==> config.mk <==
export PLATFORM = sky130hd
export DESIGN_NAME = jstk_poll_scheduler
export DESIGN_NICKNAME = d
export VERILOG_FILES = /design/src/rtl/jstk_poll_scheduler_pkg.sv /design/src/rtl/jstk_poll_scheduler_dir_filter.sv /design/src/rtl/jstk_poll_scheduler.sv
export SDC_FILE = /design/constraint.sdc
export NUM_CORES = 1
export LEC_CHECK = 0
export CORE_UTILIZATION = 50
export CTS_CLUSTER_SIZE = 12
export DETAILED_ROUTE_END_ITERATION = 6
export PLACE_DENSITY = 0.79
export SLEW_MARGIN = 10
export SYNTH_ARGS = -nofsm -noshare
export SYNTH_HDL_FRONTEND = slang
export SYNTH_SLANG_ARGS = --single-unit
==> constraint.sdc <==
create_clock -name clk -period 3.6 [get_ports clk]
set_input_delay 0.9 -clock clk [delete_from_list [all_inputs] [get_ports clk]]
set_output_delay 0.9 -clock clk [all_outputs]
set_load 0.01 [all_outputs]
==> src/rtl/jstk_poll_scheduler_pkg.sv <==
// Shared types, frame slicing and direction decoding for the joystick poll scheduler.
package jstk_poll_scheduler_pkg;

    localparam int FRAME_W = 40;
    localparam int AXIS_W  = 10;
    localparam int BTN_W   = 3;
    localparam int DIR_W   = 4;
    localparam int ERR_W   = 8;

    // Bit positions inside dir/move: {up, down, left, right}
    localparam int DIR_UP    = 3;
    localparam int DIR_DOWN  = 2;
    localparam int DIR_LEFT  = 1;
    localparam int DIR_RIGHT = 0;

    typedef enum logic [1:0] {
        ST_IDLE    = 2'd0,
        ST_START   = 2'd1,
        ST_XFER    = 2'd2,
        ST_CAPTURE = 2'd3
    } jstk_state_e;

    function automatic logic [AXIS_W-1:0] frame_x(input logic [FRAME_W-1:0] d);
        return {d[9:8], d[23:16]};
    endfunction

    function automatic logic [AXIS_W-1:0] frame_y(input logic [FRAME_W-1:0] d);
        return {d[25:24], d[39:32]};
    endfunction

    function automatic logic [BTN_W-1:0] frame_btn(input logic [FRAME_W-1:0] d);
        return d[2:0];
    endfunction

    // Threshold-exact values are inactive; compares are done one bit wider than the axis.
    function automatic logic [DIR_W-1:0] raw_dir(input logic [AXIS_W-1:0] x,
                                                 input logic [AXIS_W-1:0] y,
                                                 input int center,
                                                 input int deadzone);
        logic [AXIS_W:0]    hi;
        logic [AXIS_W:0]    lo;
        logic [DIR_W-1:0]   r;
        hi           = (AXIS_W+1)'(center + deadzone);
        lo           = (AXIS_W+1)'(center - deadzone);
        r[DIR_UP]    = {1'b0, y} > hi;
        r[DIR_DOWN]  = {1'b0, y} < lo;
        r[DIR_LEFT]  = {1'b0, x} < lo;
        r[DIR_RIGHT] = {1'b0, x} > hi;
        return r;
    endfunction

    function automatic logic [ERR_W-1:0] err_sat_inc(input logic [ERR_W-1:0] v);
        return (v == {ERR_W{1'b1}}) ? v : v + ERR_W'(1);
    endfunction

endpackage

==> src/rtl/jstk_poll_scheduler_dir_filter.sv <==
// Direction debounce: commits a raw direction after it is seen STABLE_N samples in a row,
// and emits move pulses on new bits and every REPEAT_N samples while a bit is held.
module jstk_poll_scheduler_dir_filter
    import jstk_poll_scheduler_pkg::*;
#(
    parameter int STABLE_N = 2,
    parameter int REPEAT_N = 10
) (
    input  logic             clk,
    input  logic             rst,
    input  logic             sample,
    input  logic [DIR_W-1:0] raw,
    input  logic             clear,
    output logic [DIR_W-1:0] dir,
    output logic [DIR_W-1:0] move
);

    localparam int STB_W = $clog2(STABLE_N + 1);
    localparam int REP_W = $clog2(REPEAT_N + 1);

    logic [DIR_W-1:0]            prev_raw_r;
    logic [STB_W-1:0]            stable_cnt_r;
    logic [DIR_W-1:0][REP_W-1:0] rep_cnt_r;
    logic [DIR_W-1:0]            dir_r;
    logic [DIR_W-1:0]            move_r;

    logic [STB_W-1:0]            stable_nxt_s;
    logic                        commit_s;
    logic [DIR_W-1:0]            dir_nxt_s;
    logic [DIR_W-1:0]            move_nxt_s;
    logic [DIR_W-1:0][REP_W-1:0] rep_nxt_s;

    // Next-state for the stability counter, committed direction and repeat counters.
    always_comb begin
        stable_nxt_s = stable_cnt_r;
        if (raw != prev_raw_r) begin
            stable_nxt_s = STB_W'(1);
        end else if (stable_cnt_r < STB_W'(STABLE_N)) begin
            stable_nxt_s = stable_cnt_r + STB_W'(1);
        end else begin
            stable_nxt_s = stable_cnt_r;
        end

        commit_s   = (stable_nxt_s >= STB_W'(STABLE_N)) && (raw != dir_r);
        dir_nxt_s  = commit_s ? raw : dir_r;
        move_nxt_s = {DIR_W{1'b0}};
        rep_nxt_s  = rep_cnt_r;

        for (int i = 0; i < DIR_W; i++) begin
            if (dir_nxt_s[i] && !dir_r[i]) begin
                move_nxt_s[i] = 1'b1;
                rep_nxt_s[i]  = {REP_W{1'b0}};
            end else if (dir_nxt_s[i]) begin
                if (rep_cnt_r[i] == REP_W'(REPEAT_N - 1)) begin
                    move_nxt_s[i] = 1'b1;
                    rep_nxt_s[i]  = {REP_W{1'b0}};
                end else begin
                    move_nxt_s[i] = 1'b0;
                    rep_nxt_s[i]  = rep_cnt_r[i] + REP_W'(1);
                end
            end else begin
                move_nxt_s[i] = 1'b0;
                rep_nxt_s[i]  = {REP_W{1'b0}};
            end
        end
    end

    // Filter state registers; move is a single-cycle pulse following each sample.
    always_ff @(posedge clk) begin
        if (rst || clear) begin
            prev_raw_r   <= {DIR_W{1'b0}};
            stable_cnt_r <= {STB_W{1'b0}};
            rep_cnt_r    <= {(DIR_W*REP_W){1'b0}};
            dir_r        <= {DIR_W{1'b0}};
            move_r       <= {DIR_W{1'b0}};
        end else if (sample) begin
            prev_raw_r   <= raw;
            stable_cnt_r <= stable_nxt_s;
            rep_cnt_r    <= rep_nxt_s;
            dir_r        <= dir_nxt_s;
            move_r       <= move_nxt_s;
        end else begin
            move_r       <= {DIR_W{1'b0}};
        end
    end

    assign dir  = dir_r;
    assign move = move_r;

endmodule

==> src/rtl/jstk_poll_scheduler.sv <==
// Joystick poll scheduler: periodic SPI start, busy/done handshake with timeouts,
// frame capture into X/Y/buttons and debounced direction output.
module jstk_poll_scheduler
    import jstk_poll_scheduler_pkg::*;
#(
    parameter int POLL_DIV = 5_000_000,
    parameter int CENTER   = 512,
    parameter int DEADZONE = 200,
    parameter int START_TO = 1024,
    parameter int XFER_TO  = 200_000,
    parameter int STABLE_N = 2,
    parameter int REPEAT_N = 10
) (
    input  logic               clk,
    input  logic               rst,
    input  logic               enable,
    output logic               spi_start,
    input  logic               spi_busy,
    input  logic [FRAME_W-1:0] spi_dout,
    output logic [AXIS_W-1:0]  x_pos,
    output logic [AXIS_W-1:0]  y_pos,
    output logic [BTN_W-1:0]   btn,
    output logic               sample_stb,
    output logic [DIR_W-1:0]   dir,
    output logic [DIR_W-1:0]   move,
    output logic               link_ok,
    output logic [ERR_W-1:0]   err_cnt
);

    localparam int TICK_W = (POLL_DIV > 1) ? $clog2(POLL_DIV) : 1;
    localparam int TO_MAX = (START_TO > XFER_TO) ? START_TO : XFER_TO;
    localparam int TO_W   = (TO_MAX > 1) ? $clog2(TO_MAX) : 1;

    jstk_state_e        state_r;
    logic [TICK_W-1:0]  tick_cnt_r;
    logic [TO_W-1:0]    to_cnt_r;
    logic               spi_start_r;
    logic               sample_stb_r;
    logic [AXIS_W-1:0]  x_r;
    logic [AXIS_W-1:0]  y_r;
    logic [BTN_W-1:0]   btn_r;
    logic               link_ok_r;
    logic [ERR_W-1:0]   err_cnt_r;
    logic               enable_q_r;

    logic               tick_s;
    logic               capture_s;
    logic               filt_clear_s;
    logic [DIR_W-1:0]   raw_s;
    logic               unused_frame_bits_s;

    assign tick_s       = (tick_cnt_r == TICK_W'(POLL_DIV - 1));
    assign capture_s    = (state_r == ST_CAPTURE);
    assign filt_clear_s = enable_q_r && !enable;
    assign raw_s        = raw_dir(frame_x(spi_dout), frame_y(spi_dout), CENTER, DEADZONE);
    assign unused_frame_bits_s = ^{spi_dout[31:26], spi_dout[15:10], spi_dout[7:3]};

    // Free-running poll tick divider.
    always_ff @(posedge clk) begin
        if (rst) begin
            tick_cnt_r <= {TICK_W{1'b0}};
        end else if (tick_s) begin
            tick_cnt_r <= {TICK_W{1'b0}};
        end else begin
            tick_cnt_r <= tick_cnt_r + TICK_W'(1);
        end
    end

    // Previous enable, so the filter is cleared only on the falling edge.
    always_ff @(posedge clk) begin
        if (rst) begin
            enable_q_r <= 1'b0;
        end else begin
            enable_q_r <= enable;
        end
    end

    // Transaction FSM with timeout counter and registered capture outputs.
    always_ff @(posedge clk) begin
        if (rst) begin
            state_r      <= ST_IDLE;
            to_cnt_r     <= {TO_W{1'b0}};
            spi_start_r  <= 1'b0;
            sample_stb_r <= 1'b0;
            x_r          <= AXIS_W'(CENTER);
            y_r          <= AXIS_W'(CENTER);
            btn_r        <= {BTN_W{1'b0}};
            link_ok_r    <= 1'b0;
            err_cnt_r    <= {ERR_W{1'b0}};
        end else begin
            spi_start_r  <= 1'b0;
            sample_stb_r <= 1'b0;
            case (state_r)
                ST_IDLE: begin
                    // Ticks arriving in any other state are simply lost.
                    if (tick_s && enable) begin
                        state_r     <= ST_START;
                        spi_start_r <= 1'b1;
                        to_cnt_r    <= {TO_W{1'b0}};
                    end else begin
                        state_r     <= ST_IDLE;
                    end
                end
                ST_START: begin
                    if (spi_busy) begin
                        state_r  <= ST_XFER;
                        to_cnt_r <= {TO_W{1'b0}};
                    end else if (to_cnt_r == TO_W'(START_TO - 1)) begin
                        state_r   <= ST_IDLE;
                        link_ok_r <= 1'b0;
                        err_cnt_r <= err_sat_inc(err_cnt_r);
                    end else begin
                        to_cnt_r  <= to_cnt_r + TO_W'(1);
                    end
                end
                ST_XFER: begin
                    if (!spi_busy) begin
                        state_r   <= ST_CAPTURE;
                    end else if (to_cnt_r == TO_W'(XFER_TO - 1)) begin
                        state_r   <= ST_IDLE;
                        link_ok_r <= 1'b0;
                        err_cnt_r <= err_sat_inc(err_cnt_r);
                    end else begin
                        to_cnt_r  <= to_cnt_r + TO_W'(1);
                    end
                end
                ST_CAPTURE: begin
                    x_r          <= frame_x(spi_dout);
                    y_r          <= frame_y(spi_dout);
                    btn_r        <= frame_btn(spi_dout);
                    sample_stb_r <= 1'b1;
                    link_ok_r    <= 1'b1;
                    state_r      <= ST_IDLE;
                end
                default: begin
                    state_r <= ST_IDLE;
                end
            endcase
        end
    end

    jstk_poll_scheduler_dir_filter #(
        .STABLE_N (STABLE_N),
        .REPEAT_N (REPEAT_N)
    ) u_dir_filter (
        .clk    (clk),
        .rst    (rst),
        .sample (capture_s),
        .raw    (raw_s),
        .clear  (filt_clear_s),
        .dir    (dir),
        .move   (move)
    );

    assign spi_start  = spi_start_r;
    assign sample_stb = sample_stb_r;
    assign x_pos      = x_r;
    assign y_pos      = y_r;
    assign btn        = btn_r;
    assign link_ok    = link_ok_r;
    assign err_cnt    = err_cnt_r;

endmodule

### Word-level counts from Yosys, hierarchy flattened

Cells that the tools add are included.
W data, S select, Z words.

| operators by class | value |
|---|---|
| div/mod/pow operators | 0 |
| shifts and indexed selects | 0 |
| equal/unequal tests | 22 |
| $lt $le $gt $ge | 6 |
| multiplexer cells | 52 |
| $mul | 0 |
| bitwise logic cells | 2 |
| reductions and logical operators | 24 |
| add/sub/neg operators | 8 |

Operators by type and width:

| operator | count |
|---|---|
| $mux W18 | 5 |
| $pmux W18 S3 | 1 |
| $mux W4 | 13 |
| $mux W8 | 5 |
| $add A23 B1 Y23 const B | 1 |
| $eq A23 B23 Y1 const B | 1 |
| $gt A10 B10 Y1 const B | 2 |
| $lt A10 B9 Y1 const B | 2 |
| $mux W1 | 19 |
| $add A18 B1 Y18 const B | 1 |
| $eq A18 B10 Y1 const B | 1 |
| $eq A18 B18 Y1 const B | 1 |
| $add A4 B1 Y4 const B | 4 |
| $eq A4 B4 Y1 const B | 4 |
| $pmux W8 S2 | 1 |
| $reduce_and A5 Y1 | 3 |
| $mux W2 | 6 |
| $ne A2 B2 Y1 const B | 6 |
| $ne A3 B3 Y1 const B | 3 |
| $add A8 B1 Y8 const B | 1 |
| $eq A8 B8 Y1 const B | 1 |
| $ne A4 B4 Y1 | 2 |
| $pmux W2 S4 | 1 |
| $logic_and A1 B1 Y1 | 7 |
| 14 further kinds | 23 |

| word-level totals | value |
|---|---|
| bits in writable memories | 0 |
| output and inout port bits | 42 |
| memories kept | 0 |
| input port bits | 44 |
| memory bits (read-only) | 0 |
| bits in latches | 0 |
| logic and storage cells | 133 |
| register bits after elaboration | 108 |

### Longest topological paths before layout

Gate-level depths: netlist (run 1).

| depth | value |
|---|---|
| depth after elaboration | 8 |
| depth in mapped cells | 10 |
| depth with buffers taken out | 8 |

### By module

A second synthesis (run 1) with hierarchy kept.

| second synthesis, totals | value |
|---|---|
| cells, all modules | 598 |
| area, all modules | 5297.6 sq um |

Modules (own cells, without submodules):

| module | cells each | sequential area each (sq um) | times used | area each (sq um) |
|---|---|---|---|---|
| jstk_poll_scheduler | 425 | 1561.5 | 1 | 3779.9 |
| jstk_poll_scheduler_dir_filter | 173 | 600.6 | 1 | 1517.7 |

### Least setup slack after synthesis (run 1)

No wires, ideal clock.

| timing path | value |
|---|---|
| path type | in2reg |
| start point | input port enable |
| end point | register to_cnt_r[17] |
| arrival | 2.490 ns |
| path buffers | 1 |
| library setup time | 0.066 ns |
| required time | 3.534 ns |
| stages on the path | 6 |
| slack | 1.044 ns |
| cells stage by stage | inv_1 o41a_1 a211o_1 buf_6 or4_4 a21oi_2 |

| on the way | value |
|---|---|
| word-level cells in the longest chain between the ends | 3 |

Ends and longest elaborated chain:

| what | line | text |
|---|---|---|
| start: declaration | jstk_poll_scheduler.sv:16 | `input logic enable,` |
| $logic_and A1 B1 Y1 | jstk_poll_scheduler.sv:96 | `if (tick_s && enable) begin` |
| $ne A2 B2 Y1 (no line) | n/a |  |
| $reduce_and A5 Y1 (no line) | n/a |  |
| end signal: assignment | jstk_poll_scheduler.sv:99 | `to_cnt_r <= {TO_W{1'b0}};` |
| end signal: assignment | jstk_poll_scheduler.sv:107 | `to_cnt_r <= {TO_W{1'b0}};` |
| end signal: assignment | jstk_poll_scheduler.sv:113 | `to_cnt_r <= to_cnt_r + TO_W'(1);` |
| end: declaration | jstk_poll_scheduler.sv:36 | `logic [TO_W-1:0] to_cnt_r;` |

Every way passes these cells.
A chain may end at the register's enable or synchronous reset.

### Final worst setup path (run 1)

| timing path | value |
|---|---|
| start point | input port enable |
| end point | register to_cnt_r[9] |

Same word-level chain as after synthesis.

==> results.tsv, run 1 <==
metric	value	unit
status	finished clean	
min_period_over_period	0.7955	
yosys_register_bits	108	
cts_made_buffers	9	
synthesis.area	5185	µm²
n_antenna_cell	0	
grt_pass1_wl	19670	µm
grt_use_total	0.2178	
htree_levels	3	
async_flop_share	0	
hpwl	8346	µm
drtAntennaViolNets	0	
ir_drop	0.0002601	V
arrival	3.16	ns
netlist_instances	607	
start_kind	primary input	
synth_flop_cell	dfxtp_1	
synth_edf_count	0	
dr.pass1.iters	5	
clock_latency	0.37	ns
fin_hold_ws	0.4738	ns
cp.required	3.90	ns
holdBufCountCts	0	
synthesis.nets	668	
tritoncts	yes	
yosysWarnings	0	
routed_via_density	5.663	
drive_gt1_frac	0.05457	
vias	4593	
tns	0	ns
synth_cell_types	53	
place.gp.congestion	0.7959	
cts_resized	0	
finalSetupViolCount	0	
syn_area_per_cell	8.542	µm²
port_buffers	68	
rsz0062_at_grt	no	
layout_common_cells	dfxtp_1 (108), nor2_1 (79), clkdlybuf4s50_1 (68)	
leakage	0.002048	µW
drc	0	
hold_path.class	reg2reg	
grt_start_max_net_pins	36	
num-nets-final	735	
endpoint_kind	flop	
antenna_found_initial	0	
critPathMaxFanout	35	
initial_core_util	0.5232	
worst_slew_pin_slew	0.6854	ns
routedWlPerCell	14.16	µm
cts.clk_slew.worst_paths	0.10	ns
cp_cell_sequence	clkdlybuf4s50_1 > inv_1 > o41a_1 > a211o_1 > buf_4 > or4_1 > a21oi_1	
slew_violations	0	
root_buffer	clkbuf_8	
grt_pass1_vias	4424	
fmax	0.3492	GHz
cts_sinks	108	
finalHoldViolCount	0	
ios	86	
rows	36	
fp.dieW	103.8	µm
gr-total-overflow	0	
fp.dieH	103.8	µm
dr.first_iter.drc_count	123	
area_growth	19.62	%
cpPeakStageDelay	0.53	ns
finalCriticalPeriod	2.864	ns
cts_setup_buffers	0	
dieArea	10780	µm²
clockBufferDepth	2	
yosysSeqAreaShare	0.4170	
drv_cap	0	
crit_type	in2reg	
layout_commonest_cell	dfxtp_1	
power.density	330.8	nW/µm²
relSlewSlack	0.5382	
wirelength	11490	µm
clock_skew	0.009565	ns
crit_path_top_delay_cell	clkdlybuf4s50_1	
coreArea	9910	µm²
==> logic make-up (layout without fill, tap and decap cells) <==
logic type | count (synthesis) | in the layout | synth area share
flops | 108 | 108 | 0.4170
fa+ha+maj | 17 | 17 | 0.04102
xor+xnor | 31 | 31 | 0.05236
mux | 31 | 31 | 0.06009
compound gates | 121 | 121 | 0.1487
simple gates | 255 | 255 | 0.2469
buf+inv | 44 | 115 | 0.03402
==> synth_stat cells, drive strengths merged, types with 3 or more instances <==
library cell / count / area share
nor2b: 7 / 0.0084
nor3: 16 / 0.015
ha: 17 / 0.041
dfxtp: 108 / 0.42
nand4: 11 / 0.013
o211ai: 10 / 0.014
clkbuf: 12 / 0.0087
o21ai: 33 / 0.032
nor4b: 3 / 0.0051
or2: 3 / 0.0036
a21oi: 33 / 0.033
or3: 4 / 0.0048
and4: 7 / 0.012
or4: 15 / 0.022
nand3: 34 / 0.033
buf: 9 / 0.0087
a211oi: 6 / 0.0087
xnor2: 18 / 0.030
and3: 13 / 0.017
o31ai: 16 / 0.023
nor2: 79 / 0.057
xor2: 13 / 0.022
mux2i: 30 / 0.058
and2: 3 / 0.0036
nand2: 50 / 0.036
inv: 22 / 0.016
a31o: 4 / 0.0068
a31oi: 3 / 0.0036
==> worst max-delay path: cells and delay by family <==
family | cells | cell delay, ns
AO/OA/AOI/OAI | 3 | 0.87
AND/OR/NAND/NOR | 1 | 0.52
buffers and inverters | 3 | 0.87
==> per-layer routing <==
layer | share of wire | routed length, µm | GRT usage
met1 | 0.45 | 5157 | 0.2613
met2 | 0.50 | 5796 | 0.3857
met3 | 0.032 | 370 | 0.04783
met4 | 0.014 | 161 | 0.06735
met5 | 0 | 0 | 0
==> layout make-up <==
class	count	area (µm²)
fillers	868	3707
multi-input cells	455	2849
flip-flops and latches	108	2162
repair buffers	77	748.2
well taps	133	166.4
clock buffers	10	127.6
inverters	23	86.33
clock inverters	5	62.56
==> flip-flops by register name, indices dropped and copies added, names as in the netlist <==
signal,cells
u_dir_filter.dir,4
spi_start,1
u_dir_filter.prev_raw_r,4
btn,3
y_pos,10
err_cnt,8
u_dir_filter.rep_cnt_r,16
u_dir_filter.move,4
sample_stb,1
enable_q_r,1
tick_cnt_r,23
u_dir_filter.stable_cnt_r,2
x_pos,10
link_ok,1
to_cnt_r,18
state_r,2
==> metrics by stage <==
| step | cell area, µm² | total power (µW) | util | setup slack [ns] | instances |
|---|---|---|---|---|---|
| after CTS | 6202 | 2070 | 0.6259 | 0.7498 | 811 |
| after floorplan | 5185 | 1286 | - | 1.044 | 607 |
| final | 6202 | 2052 | 0.6259 | 0.7362 | 811 |
| after global placement | 6012 | 1341 | 0.6067 | 0.3932 | 796 |
| after global routing | 6202 | 2131 | 0.6259 | 0.6145 | 811 |
| after detailed placement | 6012 | 1345 | 0.6067 | 0.3586 | 796 |
==> final timing paths <==
check                           slack, ns                      endpoint  cells after the start                    startpoint
worst max-delay path                 0.74                   to_cnt_r[9]                      7                        enable
worst max register to register       0.95                    err_cnt[3]                      8                   to_cnt_r[0]
worst min register to register       0.47  u_dir_filter.stable_cnt_r[1]                      2  u_dir_filter.stable_cnt_r[1]
worst min-delay path                 0.47  u_dir_filter.stable_cnt_r[1]                      2  u_dir_filter.stable_cnt_r[1]
==> power breakdown <==
| part | switching (µW) | internal (µW) | total (µW) | leakage [µW] |
|---|---|---|---|---|
| Combinational | 65.2 | 47.0 | 112 | 0.00109 |
| Clock | 411 | 322 | 733 | 0.0000890 |
| Sequential | 6.00 | 1200 | 1210 | 0.000871 |
| Total | 482 | 1570 | 2050 | 0.00205 |
Power figures use the tool's default switching activity.
==> run 2, diff against run 1 <==
--- a/config.mk
+++ b/config.mk
@@ -5,7 +5,7 @@
 export SDC_FILE = /design/constraint.sdc
 export NUM_CORES = 1
 export LEC_CHECK = 0
-export CORE_UTILIZATION = 50
+export CORE_UTILIZATION = 48
 export CTS_CLUSTER_SIZE = 12
 export DETAILED_ROUTE_END_ITERATION = 6
 export PLACE_DENSITY = 0.79
==> constraint.sdc (replaced) <==
create_clock -name clk -period 2.6 [get_ports clk]
set_input_delay 0.65 -clock clk [delete_from_list [all_inputs] [get_ports clk]]
set_output_delay 0.65 -clock clk [all_outputs]
set_load 0.01 [all_outputs]
==> run 2 against run 1 <==
Utilization grew 0.46 points. Count of clock-buffer cells in the layout shrank 1. Worst setup slack lost 0.64 ns. Final area grew 5.9%. First-iteration DRC count grew 58%. Critical path depth is the same. Routed wire length grew 5.0%. Flip-flop and latch count is the same. Clock power grew 54%. Sequential power grew 38%. Combinational power grew 74%. Register-to-register slack lost 0.79 ns. Highest routed layer unchanged.
==> results.tsv, run 2 (same netlist as run 1, synthesis figures left out) <==
metric	value	unit	change
slew_violations	0		unchanged
layout_commonest_cell	dfxtp_1		unchanged
holdPathStages	1		was 2
antenna_found_initial	0		unchanged
holdBufCountCts	0		unchanged
reg2reg_to	to_cnt_r[14]		was err_cnt[3]
dr.pass1.iters	4		was 5
crit_type	in2reg		unchanged
rsz0062_at_grt	no		unchanged
worst_slew_pin_slew	0.6401	ns	was 0.6854 ns
ios	86		unchanged
hold_start	tick_cnt_r[0]		was u_dir_filter.stable_cnt_r[1]
clock_latency	0.37	ns	about the same
coreArea	10420	µm²	was 9910 µm²
hpwl	8888	µm	was 8346 µm
switching_share	0.2282		was 0.2349
clock_skew	0.01010	ns	was 0.009565 ns
rows	37		was 36
dieArea	11220	µm²	was 10780 µm²
start_kind	primary input		unchanged
drive_gt1_frac	0.1213		was 0.05457
worstRegToRegCells	7		was 8
p_int	2309	µW	was 1570 µW
initial_core_util	0.4978		was 0.5232
switchingPower	682.9	µW	was 482.0 µW
grt_start_max_net_pins	33		was 36
leakage	0.002263	µW	was 0.002048 µW
drv_cap	0		unchanged
top_register	tick_cnt_r		unchanged
ir_drop	0.0003105	V	was 0.0002601 V
fp.dieH	105.9	µm	was 103.8 µm
holdPathEnd	tick_cnt_r[0]		was u_dir_filter.stable_cnt_r[1]
finalSetupViolCount	0		unchanged
hold_path.class	reg2reg		unchanged
fmax	0.3987	GHz	
dr.first_iter.drc_count	194		was 123
drc	0		unchanged
tritoncts	yes		unchanged
vias	4764		was 4593
r2r_start	tick_cnt_r[1]		was to_cnt_r[0]
cts_sinks	108		unchanged
finalHoldViolCount	0		unchanged
reg_top3	tick_cnt_r x23, to_cnt_r x18, u_dir_filter.rep_cnt_r x16		unchanged
largest_reg_flops	23		unchanged
cts.clk_slew.worst_paths	0.10	ns	about the same
routed_via_density	5.585		was 5.663
cts_made_buffers	9		unchanged
power.density	455.6	nW/µm²	was 330.8 nW/µm²
wirelength	12070	µm	was 11490 µm
dp_cells	837		was 796
root_buffer	clkbuf_8		unchanged
area_growth	26.67	%	was 19.62%
layout_common_cells	dfxtp_1 (106), nor2_1 (79), clkdlybuf4s50_1 (68)		was dfxtp_1 (108), nor2_1 (79), clkdlybuf4s50_1 (68)
routedWlPerCell	14.15	µm	was 14.16 µm
arrival	2.82	ns	was 3.16 ns
clockPowerShare	0.376		was 0.357
status	finished clean		unchanged
p_total	2992	µW	was 2052 µW
seqPwrFrac	0.559		was 0.588
cp.required	2.91	ns	was 3.90 ns
fill_cells	912		was 868
htree_levels	3		unchanged
n_antenna_cell	0		unchanged
relSlewSlack	0.5687		was 0.5382
combinationalPowerShare	0.065		was 0.055
port_buffers	68		unchanged
reg2reg_slack	0.16	ns	was 0.95 ns
num-nets-final	773		was 735
drtAntennaViolNets	0		unchanged
fp.dieW	105.9	µm	was 103.8 µm
final_cells	853		was 811
endpoint_kind	flop		unchanged
clockBufferDepth	2		unchanged
grt_pass1_wl	20640	µm	was 19670 µm
min_period_over_period	0.9646		
grt_pass1_vias	4639		was 4424
place.gp.congestion	0.8279		was 0.7959
gr-total-overflow	0		unchanged
grt_use_total	0.2232		was 0.2178
critPathMaxFanout	13		was 35
finalCriticalPeriod	2.508	ns	
-- run 2: cell count changes in the layout (fill, tap and decap cells not counted), moves of 2 or more --
cell	previous run	this run
nor3_1	16	13
nor3_2	0	3
buf_4	9	46
clkinv_2	0	2
dfxtp_2	0	2
dfxtp_1	108	106
-- run 2: worst max-delay path by stage --
stage	depth (start not counted)	slack, ns	start	to
floorplan	7	0.26	to_cnt_r[0]	err_cnt[3]
CTS	9	0.04	spi_dout[32]	u_dir_filter.rep_cnt_r[3]
detailed placement	9	-0.33	spi_dout[32]	u_dir_filter.rep_cnt_r[3]
finish	7	0.09	enable	to_cnt_r[14]
global route	7	0.02	enable	to_cnt_r[12]
global placement	7	-0.24	enable	to_cnt_r[9]
-- run 2: per-layer routing --
metal,wire length (µm),global-route usage
met2,6303,0.4178
met5,0,0
met3,488,0.03924
met1,5112,0.2618
met4,162,0.05456
-- run 2: power groups by stage --
stage | clock network, µW | logic, µW | registers [µW]
after detailed placement | 0 | 191 | 1710
after global placement | 0 | 186 | 1710
after CTS | 1150 | 193 | 1670
after global routing | 1220 | 214 | 1670
final | 1130 | 195 | 1670
after floorplan | 0 | 74.0 | 1710
-- run 2: critical path, stage by stage --
cell and delay, ns:
clkdlybuf4s50_1 0.51, inv_1 0.07, o41a_1 0.44, a211o_1 0.29, buf_4 0.18, or4_1 0.53, a21oi_2 0.14
-- run 2: timing repair --
action | 4_1_cts | 5_1_grt
resized for setup | 0 | 10
endpoints found under the setup margin | 0 | 22
buffers inserted | 0 | 0
-- run 2: layout make-up --
| cell class | instances | area (µm²) | area share |
|---|---|---|---|
| clock inverter | 7 | 97.59 | 0.01486 |
| clock buffer | 9 | 123.9 | 0.01886 |
| timing repair buffer | 115 | 1046 | 0.1593 |
| sequential | 108 | 2165 | 0.3296 |
| inverter | 23 | 86.33 | 0.01315 |
| multi-input combinational | 455 | 2879 | 0.4384 |
| tap | 136 | 170.2 | 0.02591 |
-- run 2: stage by stage --
step | area (µm²) | setup TNS [ns] | hold WS (ns) | utilization | setup WS (ns)
2_1_floorplan | 5185 | 0 | 0.4378 | - | 0.2592
6_report | 6568 | 0 | 0.4513 | 0.6305 | 0.09203
5_1_grt | 6568 | 0 | 0.4829 | 0.6305 | 0.01681
4_1_cts | 6535 | 0 | 0.4855 | 0.6274 | 0.04225
3_3_place_gp | 6314 | -6.201 | 0.4541 | 0.6061 | -0.2438
3_5_place_dp | 6314 | -8.803 | 0.4672 | 0.6061 | -0.3343
